## src/rtl/uart_wb_burst_bridge_pkg.sv

```systemverilog
// Shared definitions for the UART-to-Wishbone burst bridge: command codes,
// FSM state encoding and byte-per-word helpers.
package uart_wb_burst_bridge_pkg;

  localparam logic [7:0] CMD_WRITE = 8'h01;
  localparam logic [7:0] CMD_READ  = 8'h02;

  typedef enum logic [2:0] {
    S_IDLE,
    S_LEN,
    S_ADDR,
    S_WDATA,
    S_WB_WR,
    S_WB_RD,
    S_TX
  } state_t;

  function automatic int bpw_of(input int dw);
    return dw / 8;
  endfunction

  // The shifter must hold a full 32-bit address even when words are narrower.
  function automatic int shift_w(input int dw);
    return (dw > 32) ? dw : 32;
  endfunction

endpackage

```

## src/rtl/uart_wb_burst_shift.sv

```systemverilog
// Byte-wide MSB-first shift register with byte counter; collects address and
// write-data bytes and serialises read words towards the transmitter.
module uart_wb_burst_shift #(
  parameter int SW = 32
) (
  input  logic          clk,
  input  logic          rst,
  input  logic          clr_i,
  input  logic          shift_i,
  input  logic          load_i,
  input  logic [7:0]    byte_i,
  input  logic [SW-1:0] load_data_i,
  output logic [SW-1:0] word_o,
  output logic [3:0]    cnt_o
);

  logic [SW-1:0] word_q;
  logic [3:0]    cnt_q;

  always_ff @(posedge clk or posedge rst) begin
    if (rst) begin
      word_q <= '0;
      cnt_q  <= '0;
    end else if (load_i) begin
      word_q <= load_data_i;
      cnt_q  <= '0;
    end else begin
      if (shift_i) word_q <= {word_q[SW-9:0], byte_i};
      if (clr_i)
        cnt_q <= '0;
      else if (shift_i)
        cnt_q <= cnt_q + 4'd1;
    end
  end

  assign word_o = word_q;
  assign cnt_o  = cnt_q;

endmodule

```

## src/rtl/uart_wb_burst_bridge.sv

```systemverilog
// Byte-stream to Wishbone master bridge: decodes CMD/LEN/ADDR frames and runs
// single-beat write or read bursts with address auto-increment.
module uart_wb_burst_bridge
  import uart_wb_burst_bridge_pkg::*;
#(
  parameter int DATA_WIDTH     = 32,
  parameter int ADDR_WIDTH     = 30,
  parameter int ADDR_INCR      = 1,
  parameter int TIMEOUT_CYCLES = 1000000
) (
  input  logic                    clk,
  input  logic                    rst,
  input  logic [7:0]              rx_data,
  input  logic                    rx_valid,
  output logic                    rx_ready,
  output logic [7:0]              tx_data,
  output logic                    tx_valid,
  input  logic                    tx_ready,
  output logic [ADDR_WIDTH-1:0]   wb_adr,
  output logic [DATA_WIDTH-1:0]   wb_dat_w,
  input  logic [DATA_WIDTH-1:0]   wb_dat_r,
  output logic [DATA_WIDTH/8-1:0] wb_sel,
  output logic                    wb_cyc,
  output logic                    wb_stb,
  output logic                    wb_we,
  input  logic                    wb_ack,
  input  logic                    wb_err,
  output logic                    busy,
  output logic                    err_sticky
);

  localparam int BPW = bpw_of(DATA_WIDTH);
  localparam int SW  = shift_w(DATA_WIDTH);
  localparam logic [3:0]            LAST_W  = 4'(BPW - 1);
  localparam logic [31:0]           TO_LAST = (TIMEOUT_CYCLES == 0) ? 32'd0 : 32'(TIMEOUT_CYCLES - 1);
  localparam logic [ADDR_WIDTH-1:0] INCR    = ADDR_WIDTH'(ADDR_INCR);

  state_t                  state_q;
  logic [8:0]              len_q;
  logic [ADDR_WIDTH-1:0]   adr_q;
  logic [DATA_WIDTH-1:0]   dat_w_q;
  logic                    cyc_q;
  logic                    we_q;
  logic                    err_q;
  logic                    is_rd_q;
  logic [31:0]             tout_q;

  logic                    rx_state;
  logic                    rx_fire;
  logic                    term;
  logic                    last_beat;
  logic                    sh_shift;
  logic                    sh_clr;
  logic                    sh_load;
  logic [7:0]              sh_byte;
  logic [SW-1:0]           sh_ld_data;
  logic [SW-1:0]           sh_word;
  logic [SW-1:0]           word_d;
  logic [3:0]              sh_cnt;

  assign rx_state  = (state_q == S_IDLE) || (state_q == S_LEN) ||
                     (state_q == S_ADDR) || (state_q == S_WDATA);
  assign rx_ready  = rx_state && !rst;
  assign rx_fire   = rx_valid && rx_ready;
  assign term      = cyc_q && (wb_ack || wb_err);
  assign last_beat = (len_q == 9'd1);
  assign sh_byte   = rx_state ? rx_data : 8'h00;
  // Word as it looks once the byte arriving this cycle is shifted in.
  assign word_d    = {sh_word[SW-9:0], rx_data};

  always_comb begin
    sh_shift   = 1'b0;
    sh_clr     = 1'b0;
    sh_load    = 1'b0;
    sh_ld_data = '0;
    case (state_q)
      S_LEN:   sh_clr = 1'b1;
      S_ADDR: begin
        sh_shift = rx_fire;
        sh_clr   = rx_fire && (sh_cnt == 4'd3);
      end
      S_WDATA: begin
        sh_shift = rx_fire;
        sh_clr   = rx_fire && (sh_cnt == LAST_W);
      end
      S_WB_RD: begin
        sh_load    = term;
        sh_ld_data = wb_err ? '0 : SW'(wb_dat_r);
      end
      S_TX: begin
        sh_shift = tx_ready;
        sh_clr   = tx_ready && (sh_cnt == LAST_W);
      end
      default: ;
    endcase
  end

  uart_wb_burst_shift #(.SW(SW)) u_shift (
    .clk         (clk),
    .rst         (rst),
    .clr_i       (sh_clr),
    .shift_i     (sh_shift),
    .load_i      (sh_load),
    .byte_i      (sh_byte),
    .load_data_i (sh_ld_data),
    .word_o      (sh_word),
    .cnt_o       (sh_cnt)
  );

  always_ff @(posedge clk or posedge rst) begin
    if (rst) begin
      state_q <= S_IDLE;
      len_q   <= '0;
      adr_q   <= '0;
      dat_w_q <= '0;
      cyc_q   <= 1'b0;
      we_q    <= 1'b0;
      err_q   <= 1'b0;
      is_rd_q <= 1'b0;
      tout_q  <= '0;
    end else begin
      if (!rx_state || rx_fire || state_q == S_IDLE)
        tout_q <= '0;
      else
        tout_q <= tout_q + 32'd1;

      case (state_q)
        S_IDLE: begin
          if (rx_fire && (rx_data == CMD_WRITE || rx_data == CMD_READ)) begin
            is_rd_q <= (rx_data == CMD_READ);
            state_q <= S_LEN;
          end
        end
        S_LEN: begin
          if (rx_fire) begin
            len_q   <= (rx_data == 8'h00) ? 9'd256 : {1'b0, rx_data};
            state_q <= S_ADDR;
          end
        end
        S_ADDR: begin
          if (rx_fire && sh_cnt == 4'd3) begin
            adr_q <= ADDR_WIDTH'(word_d[31:0]);
            if (is_rd_q) begin
              cyc_q   <= 1'b1;
              we_q    <= 1'b0;
              state_q <= S_WB_RD;
            end else begin
              state_q <= S_WDATA;
            end
          end
        end
        S_WDATA: begin
          if (rx_fire && sh_cnt == LAST_W) begin
            dat_w_q <= word_d[DATA_WIDTH-1:0];
            cyc_q   <= 1'b1;
            we_q    <= 1'b1;
            state_q <= S_WB_WR;
          end
        end
        S_WB_WR: begin
          if (term) begin
            cyc_q   <= 1'b0;
            we_q    <= 1'b0;
            err_q   <= err_q | wb_err;
            len_q   <= len_q - 9'd1;
            adr_q   <= adr_q + INCR;
            state_q <= last_beat ? S_IDLE : S_WDATA;
          end
        end
        S_WB_RD: begin
          if (term) begin
            cyc_q   <= 1'b0;
            err_q   <= err_q | wb_err;
            state_q <= S_TX;
          end
        end
        S_TX: begin
          if (tx_ready && sh_cnt == LAST_W) begin
            len_q <= len_q - 9'd1;
            adr_q <= adr_q + INCR;
            if (last_beat) begin
              state_q <= S_IDLE;
            end else begin
              cyc_q   <= 1'b1;
              state_q <= S_WB_RD;
            end
          end
        end
        default: state_q <= S_IDLE;
      endcase

      // An idle host mid-frame abandons the partial frame; no bus cycle starts.
      if (TIMEOUT_CYCLES != 0 && rx_state && state_q != S_IDLE &&
          !rx_fire && tout_q == TO_LAST) begin
        state_q <= S_IDLE;
        err_q   <= 1'b1;
      end
    end
  end

  assign wb_adr     = adr_q;
  assign wb_dat_w   = dat_w_q;
  assign wb_we      = we_q;
  assign wb_cyc     = cyc_q;
  assign wb_stb     = cyc_q;
  assign wb_sel     = {BPW{cyc_q}};
  assign tx_valid   = (state_q == S_TX);
  assign tx_data    = sh_word[DATA_WIDTH-1 -: 8];
  assign busy       = (state_q != S_IDLE);
  assign err_sticky = err_q;

endmodule
```

## config.mk

```make
export PLATFORM = sky130hd
export DESIGN_NAME = uart_wb_burst_bridge
export DESIGN_NICKNAME = d
export VERILOG_FILES = /design/src/rtl/uart_wb_burst_bridge_pkg.sv /design/src/rtl/uart_wb_burst_shift.sv /design/src/rtl/uart_wb_burst_bridge.sv
export SDC_FILE = /design/constraint.sdc
export NUM_CORES = 1
export LEC_CHECK = 0
export ABC_AREA = 1
export CELL_PAD_IN_SITES_DETAIL_PLACEMENT = 0
export CELL_PAD_IN_SITES_GLOBAL_PLACEMENT = 1
export CORE_ASPECT_RATIO = 0.7
export CORE_MARGIN = 10
export CORE_UTILIZATION = 42
export DETAILED_ROUTE_END_ITERATION = 6
export PLACE_DENSITY = 0.91
export SYNTH_ARGS = -nofsm -noshare
export SYNTH_HDL_FRONTEND = slang
export SYNTH_SLANG_ARGS = --single-unit
```

## constraint.sdc

```tcl
create_clock -name clk -period 13.9 [get_ports clk]
set_input_delay 2.78 -clock clk [delete_from_list [all_inputs] [get_ports clk]]
set_output_delay 2.78 -clock clk [all_outputs]
set_load 0.005 [all_outputs]
```

### Yosys cells after proc, flatten, opt, wreduce, memory -nomap -nowiden

Index checks and enable logic that the tools add are counted.

| word-level totals | value |
|---|---|
| register bits after elaboration | 146 |
| input bits | 46 |
| output and inout port bits | 81 |
| logic and storage cells | 128 |

| cells by class | value |
|---|---|
| add/sub/neg operators | 4 |
| equal/unequal tests | 26 |
| muxes and demuxes | 46 |
| bitwise gates (word level) | 1 |
| reduce and logical (&&, ||, !) cells | 40 |

Operators with widths:

| kind | count |
|---|---|
| $mux W32 | 5 |
| $mux W30 | 3 |
| $pmux W30 S3 | 1 |
| $mux W9 | 4 |
| $add A32 B1 Y32 const B | 1 |
| $eq A32 B20 Y1 const B | 1 |
| $add A30 B1 Y30 const B | 1 |
| $mux W3 | 10 |
| $pmux W9 S3 | 1 |
| $pmux W3 S7 | 1 |
| $reduce_bool A3 Y1 | 5 |
| $reduce_and A7 Y1 | 2 |
| $mux W1 | 12 |
| $mux W4 | 3 |
| $ne A3 B1 Y1 const B | 4 |
| $eq A3 B3 Y1 const B | 3 |
| $eq A9 B1 Y1 const B | 1 |
| $logic_and A1 B1 Y1 | 9 |
| $sub A9 B1 Y9 const B | 1 |
| $eq A8 B1 Y1 const B | 1 |
| $eq A8 B2 Y1 const B | 1 |
| $logic_not A8 Y1 | 1 |
| $mux W8 | 1 |
| $ne A2 B1 Y1 const B | 4 |
| other kinds (21) | 41 |

### Depth between registers and ports, before layout

Gate-level depths: netlist of run 1.

| depth | value |
|---|---|
| word-level depth | 11 |
| mapped depth | 12 |
| mapped depth without buffers | 12 |

### Hierarchy

From an unflattened synthesis of run 1, not the netlist that was laid out.

| second synthesis, totals | value |
|---|---|
| cells, all modules | 1248 |
| area, all modules | 8682.1 µm² |

Modules (own cells, without submodules):

| module | instances | cells each | area each (µm²) | seq. area each (µm²) |
|---|---|---|---|---|
| uart_wb_burst_bridge | 1 | 1050 | 6975.4 | 2752.6 |
| uart_wb_burst_shift | 1 | 198 | 1706.6 | 900.9 |

### Least setup slack after synthesis of run 1

Ideal clock, no wire load.

| path | value |
|---|---|
| path kind | input -> register |
| start point | input rst |
| end point | register state_q[0] |
| library setup time | 0.117 ns |
| data arrival time | 6.715 ns |
| data required time | 13.783 ns |
| slack | 7.069 ns |
| stages | 10 |
| buffers on the path | 0 |
| cells stage by stage | inv_1 > nand2_1 > nor2_1 > nand2_1 > nand2_1 > nand2_1 > nor2_1 > nand2_1 > nand3_1 > nand2_1 |

| on the way | value |
|---|---|
| word-level cells in the longest chain between the ends | 8 |
| elaborated cells between the ends (all ways) | 17 |
| those cells by class | eq/ne (7); mux (1); reduce/logical (9) |

Ends and longest elaborated chain:

| item | line | text |
|---|---|---|
| from (decl) | uart_wb_burst_bridge.sv:12 | `input logic rst,` |
| $logic_not A1 Y1 (no line) * | -- |  |
| $logic_and A1 B1 Y1 * | uart_wb_burst_bridge.sv:63 | `assign rx_ready = rx_state && !rst;` |
| $logic_and A1 B1 Y1 * | uart_wb_burst_bridge.sv:64 | `assign rx_fire = rx_valid && rx_ready;` |
| $logic_not A1 Y1 | uart_wb_burst_bridge.sv:194 | `!rx_fire && tout_q == TO_LAST) begin` |
| $logic_and A1 B1 Y1 | uart_wb_burst_bridge.sv:193 | `if (TIMEOUT_CYCLES != 0 && rx_state && state_q != S_IDLE &&` |
| $logic_and A1 B1 Y1 | uart_wb_burst_bridge.sv:194 |  |
| $ne A3 B1 Y1 (no line) (tied with other cells) | -- |  |
| $reduce_and A7 Y1 (no line) | -- |  |
| to (signal assigned) | uart_wb_burst_bridge.sv:167 | `state_q <= last_beat ? S_IDLE : S_WDATA;` |
| to (decl) | uart_wb_burst_bridge.sv:38 | `state_t state_q;` |

Every way passes the cells marked *; elsewhere a longest branch is shown, timed or not.
A chain may end at the register's enable or synchronous reset.

### Worst setup path in the final report of run 1

| path | value |
|---|---|
| start point | input rst |
| end point | output rx_ready |

| on the way | value |
|---|---|
| word-level cells in the longest chain between the ends | 2 |

Ends and longest elaborated chain:

| item | line | text |
|---|---|---|
| $logic_not A1 Y1 (no line) | -- |  |
| $logic_and A1 B1 Y1 | uart_wb_burst_bridge.sv:63 |  |
| to (decl) | uart_wb_burst_bridge.sv:15 | `output logic rx_ready,` |

Every way passes these cells.

==> impl_metrics.py, run 1 <==
metrics = {
    "outcome": {
        "outcome": "finished clean",
    },
    "hold_path": {
        "hold_path.class": "reg2reg",
        "hold_start": "err_sticky$_DFFE_PP0P_",
        "hold_depth": 2,
    },
    "worst_setup_path": {
        "critPathKind": "in2out",
        "end_kind": "output port",
        "arrival_ns": 3.95,
        "reg2regPathDepth": 7,
        "required_ns": 11.12,
        "cp-startpoint": "rst",
        "r2r-start": "state_q[2]$_DFFE_PP0P_",
        "path_max_fanout": 2,
        "start_kind": "primary input",
    },
    "logic_synthesis": {
        "synthesis.area_um2": 8610,
        "ys_ff_latch": 146,
        "ys_seq_area_frac": 0.424,
        "syn_area_per_cell_um2": 6.97,
        "synth_cell_type_count": 36,
        "synthCells": 1235,
        "yosysWarningCount": 0,
        "synth_fp_nets": 1286,
    },
    "floorplanning": {
        "die_w_um": 191,
        "coreArea_um2": 20000,
        "floorplan.initialDensity": 0.431,
        "dieArea_um2": 26700,
        "die_h_um": 140,
        "ios": 127,
        "rows": 43,
    },
    "placement": {
        "placed_cell_area_um2": 9910,
        "place_congestion": 0.931,
        "port_buffers": 126,
        "dp_hpwl_um": 19900,
    },
    "power": {
        "p_per_area_nw_per_um2": 185,
        "ir_worst_vdd_mv": 0.0848,
        "p_leak_nw": 4.69,
    },
    "routing": {
        "viasPerCell": 5.19,
        "drc_errors": 0,
        "antenna_left": 0,
        "wl_per_cell_um": 16.8,
        "drt_iter0_drc": 909,
        "drt-total-wl_um": 27100,
        "via_count": 8382,
        "drt-pass1-iter-count": 6,
    },
    "timing": {
        "tns_ns": 0,
        "period_share": 0.484,
        "max_slew_margin": 0.242,
        "setup_viol": 0,
        "rsz0062_at_grt": "no",
        "finalCriticalPeriod_ns": 6.73,
        "max_freq_mhz": 149,
        "final.setup_skew_ns": 0.0111,
        "worstMarginPinSlew_ns": 1.14,
        "hold_viol_final": 0,
        "maxSlewViolCount": 0,
    },
    "global_route": {
        "grt_pass1_vias": 7482,
        "track_usage": 0.201,
        "grt_antenna_before_repair": 0,
        "grt_overflow": 0,
        "grt_pass1_wl_um": 42500,
        "grt_max_degree": 96,
    },
    "finish": {
        "n_antenna_cell": 0,
        "fill_cells": 1956,
        "nNetsFinal": 1382,
        "drive_gt1_frac": 0.0513,
        "syn_to_final_growth_pct": 22.5,
        "fin_area_um2": 10500,
    },
    "clock_network": {
        "cts_buffer_depth": 2,
        "hold_buffers": 0,
        "clk_pin_slew_ns": 0.06,
        "insertion_delay_ns": 0.43,
        "cts_tree": "done",
        "ctsResizeCount": 0,
        "clockRootBuffer": "clkbuf_16",
        "clock-sinks": 146,
        "cts_htree_levels": 4,
        "cts_buffers": 17,
        "cts_setup_buffers": 0,
    },
    "flow_run": {
        "drv_cap": 0,
    },
}
-- where the power goes --
group,switching (mW),internal (mW),leakage (nW),total (mW)
logic,0.467,0.315,2.48,0.782
clock network,0.191,0.310,0.295,0.501
registers,0.129,0.541,1.91,0.670
-- worst paths after layout --
path	endpoint	slack (ns)
setup / recovery	rx_ready	7.17
hold / removal	err_sticky$_DFFE_PP0P_	0.48
setup reg to reg	u_shift.cnt_o[3]$_DFFE_PP0P_	10.75
hold reg to reg	err_sticky$_DFFE_PP0P_	0.48
max in group asynchronous	wb_adr[27]$_DFFE_PP0P_	9.63
min in group asynchronous	tout_q[24]$_DFF_PP0_	3.01
-- cells in the final DEF, fill, tap and decap left out, types with 2 or more instances in the layout --
master             n
nor3_1            15
dfrtp_1          146
buf_4              3
nand3b_1          10
and2_1             2
inv_2              2
a21o_1             2
clkbuf_16         17
ha_1               5
bufinv_16          4
or2_2              2
nand3_1           69
clkdlybuf4s50_1  126
nand2_4            2
inv_6              3
nand3_2            5
xnor2_1            3
clkbuf_8           2
o21bai_1           2
nand2_2            7
nand2_1          399
nand4_1           14
nor2_4             6
o31ai_1            9
o21ai_0          101
inv_1            111
nor2_1           184
a21oi_1           62
xor2_1            11
o21ai_2            5
clkinvlp_4         5
-- Yosys cell counts, drive strengths merged --
master	n	area share
a31oi	1	0.00073
a21o	2	0.0017
and3	1	0.00073
xor2	11	0.011
o31ai	9	0.0078
nand4	14	0.010
dfrtp	146	0.42
o21bai	2	0.0017
nand3	74	0.046
and2	2	0.0015
a31o	1	0.0010
o21ai	108	0.066
clkbuf	16	0.0070
nor3	15	0.0087
or2	2	0.0015
xnor2	3	0.0031
nor2	191	0.090
ha	5	0.0073
nand3b	10	0.0087
inv	116	0.051
buf	36	0.031
nand2	408	0.18
a21oi	62	0.036
-- flip-flops by register name (all words and copies together) (netlist names) --
register,flops
tout_q,32
u_shift.word_o,32
wb_dat_w,32
wb_adr,30
len_q,9
u_shift.cnt_o,4
state_q,3
err_sticky,1
is_rd_q,1
wb_cyc,1
wb_we,1
-- critical path: stages --
cell             delay (ns)
clkdlybuf4s50_1        0.52
nor2_4                 0.14
clkdlybuf4s50_1        0.52
-- cell families (layout without fill, tap and decap cells) --
kind of cell | Yosys count | after routing | synth area share
adders and majority gates | 5 | 5 | 0.00727
and+or+nand+nor | 717 | 717 | 0.349
xor gates and xnor gates | 14 | 14 | 0.0142
DFF | 146 | 146 | 0.424
AOI/OAI and AO/OA | 185 | 185 | 0.115
buffers and inverters | 168 | 277 | 0.0898
-- layer usage --
layer / global-route usage / share of wire
met1: 0.305 / 0.49
met2: 0.271 / 0.40
met3: 0.0519 / 0.092
met4: 0.0521 / 0.013
met5: 0 / 0
-- through the flow --
| step | std cells | power, mW | worst slack, ns | utilization | hold WS [ns] |
|---|---|---|---|---|---|
| final | 1614 | 1.95 | 7.17 | 0.528 | 0.477 |
| after global routing | 1614 | 2.10 | 7.12 | 0.528 | 0.515 |
| after CTS | 1614 | 1.96 | 7.15 | 0.528 | 0.485 |
| after detailed placement | 1582 | 1.46 | 7.16 | 0.496 | 0.472 |
| after global placement | 1582 | 1.44 | 7.16 | 0.496 | 0.461 |
| after floorplan | 1235 | 1.18 | 7.07 | - | 0.453 |
-- area by class of cell --
class,instances,area (µm²),share of cell area
Clock inverter,12,180,0.0171
Sequential cell,146,3650,0.346
Tap cell,270,338,0.0320
Inverter,116,448,0.0425
Clock buffer,20,457,0.0433
Multi-Input combinational cell,921,4190,0.397
Timing Repair Buffer,129,1280,0.122
Note: power is estimated with default switching activity, not from simulation.
==> run 2, diff against run 1 <==
CORE_UTILIZATION = 39   (was 42)
PLACE_DENSITY = 0.86   (was 0.91)
clock period = 6.5 ns   (was 13.9 ns; I/O delays follow)
==> run 2 against run 1 <==
  * First-iteration DRC count down 10%
  * Routed wire length increased by 1.9%
  * Worst setup slack worse by 4.5 ns
  * Final cell count up 0.74%
  * Hold slack about the same
  * Highest routed layer unchanged
==> impl_metrics.py, run 2 (synthesis gave the netlist of run 1 again) <==
metrics = {
    "worst_setup_path": {
        "arrival_ns": 4.16,
        "start_kind": "primary input",
        "path_max_fanout": 50,
        "required_ns": 6.83,
        "end_kind": "flip-flop",
        "critPathKind": "in2reg",
    },
    "power": {
        "p_total_mw": 4.13,
        "p_seq_frac": 0.347,
        "p_per_area_nw_per_um2": 392,
        "p_leak_nw": 4.67,
        "pwr-share-comb": 0.406,
        "p_int_mw": 2.44,
        "ir_worst_vdd_mv": 0.202,
        "p_sw_mw": 1.69,
        "clock_power_share": 0.246,
        "p_sw_frac": 0.410,
    },
    "timing": {
        "worstMarginPinSlew_ns": 1.14,
        "rsz0062_at_grt": "no",
        "final.setup_skew_ns": 0.0179,
        "hold_ws_ns": 0.476,
        "hold_viol_final": 0,
        "tns_ns": 0,
        "maxSlewViolCount": 0,
        "setup_viol": 0,
        "max_slew_margin": 0.241,
        "period_share": 0.589,
        "finalCriticalPeriod_ns": 3.83,
        "max_freq_mhz": 261,
    },
    "clock_network": {
        "insertion_delay_ns": 0.43,
        "clockRootBuffer": "clkbuf_16",
        "hold_buffers": 0,
        "cts_buffer_depth": 2,
        "cts_setup_buffers": 0,
        "ctsResizeCount": 0,
        "clk_pin_slew_ns": 0.06,
        "clock-sinks": 146,
        "cts_htree_levels": 4,
        "cts_tree": "done",
        "cts_buffers": 17,
    },
    "global_route": {
        "grt_overflow": 0,
        "grt_antenna_before_repair": 0,
        "grt_max_degree": 83,
        "grt_pass1_vias": 7427,
        "track_usage": 0.195,
        "grt_pass1_wl_um": 43200,
    },
    "placement": {
        "dp_hpwl_um": 20600,
        "place_congestion": 0.959,
        "port_buffers": 126,
        "placed_cell_area_um2": 9920,
    },
    "floorplanning": {
        "die_h_um": 144,
        "coreArea_um2": 21700,
        "floorplan.initialDensity": 0.397,
        "die_w_um": 198,
        "ios": 127,
        "rows": 45,
        "dieArea_um2": 28500,
    },
    "routing": {
        "wl_per_cell_um": 17.0,
        "viasPerCell": 5.09,
        "via_count": 8275,
        "drt_iter0_drc": 817,
        "drt-pass1-iter-count": 5,
        "drc_errors": 0,
        "antenna_left": 0,
        "drt-total-wl_um": 27600,
    },
    "finish": {
        "fill_cells": 2188,
        "nNetsFinal": 1382,
        "seqCellArea_um2": 3650,
        "layout_commonest_cell": "nand2_1",
        "n_antenna_cell": 0,
        "fin_area_um2": 10500,
        "syn_to_final_growth_pct": 22.3,
        "multi_input_area_um2": 4190,
        "mostFrequentLayoutCells": "399 x nand2_1, 184 x nor2_1, 146 x dfrtp_1",
        "drive_gt1_frac": 0.0521,
    },
    "flow_run": {
        "drv_cap": 0,
    },
    "hold_path": {
        "hold_path.class": "reg2reg",
    },
    "outcome": {
        "outcome": "finished clean",
    },
}
-- run 2: cell types whose count changed in the layout (fill, tap and decap cells not counted), sizes merged --
cell / previous run / this run
clkinvlp: 5 / 6
bufinv: 4 / 2
clkbuf: 20 / 21
-- run 2: layout make-up --
class	instances	share of cell area
sequential	146	0.347
inverter	116	0.0425
clock inverter	11	0.0121
timing repair buffer	129	0.122
multi-input combinational	921	0.397
clock buffer	21	0.0456
tap	282	0.0335
-- run 2: layer usage --
layer	global-route usage	vias to the layer above	wire, µm
li1	-	4114	-
met1	0.300	3868	14300
met2	0.264	280	11000
met3	0.0504	13	2160
met4	0.0391	0	170
met5	0	-	0
-- run 2: power by group through the flow --
| stage | Clock (mW) | Sequential (mW) | Combinational (mW) |
|---|---|---|---|
| CTS | 1.04 | 1.43 | 1.69 |
| floorplan | 0 | 1.36 | 1.17 |
| finish | 1.02 | 1.43 | 1.68 |
| global route | 1.08 | 1.48 | 1.89 |
| global placement | 0 | 1.44 | 1.66 |
| detailed placement | 0 | 1.45 | 1.68 |
-- run 2: per-stage QoR --
step,utilization,std cells,setup slack (ns)
2_1_floorplan,-,1235,1.15
3_3_place_gp,0.458,1594,2.34
3_5_place_dp,0.458,1594,2.21
4_1_cts,0.486,1626,2.68
5_1_grt,0.486,1626,2.37
6_report,0.486,1626,2.67
-- run 2: worst paths after layout --
check | to | slack, ns | startpoint | cells past startpoint
worst max-delay path | u_shift.cnt_o[3]$_DFFE_PP0P_ | 2.67 | wb_err | 8
max in group asynchronous | wb_adr[24]$_DFFE_PP0P_ | 3.63 | rst | 3
worst max register to register | u_shift.cnt_o[3]$_DFFE_PP0P_ | 3.39 | state_q[2]$_DFFE_PP0P_ | 7
worst min-delay path | err_sticky$_DFFE_PP0P_ | 0.48 | err_sticky$_DFFE_PP0P_ | 2
worst min register to register | err_sticky$_DFFE_PP0P_ | 0.48 | err_sticky$_DFFE_PP0P_ | 2
min in group asynchronous | wb_cyc$_DFFE_PP0P_ | 1.48 | rst | 2
-- run 2: critical path, cell delays in order --
cell and delay (ns):
clkdlybuf4s50_1 0.48, o21ai_4 0.28, inv_1 0.09, nand2_2 0.58, nand3_2 0.85, nor2_1 0.41, nand2_1 0.08, o31ai_1 0.07
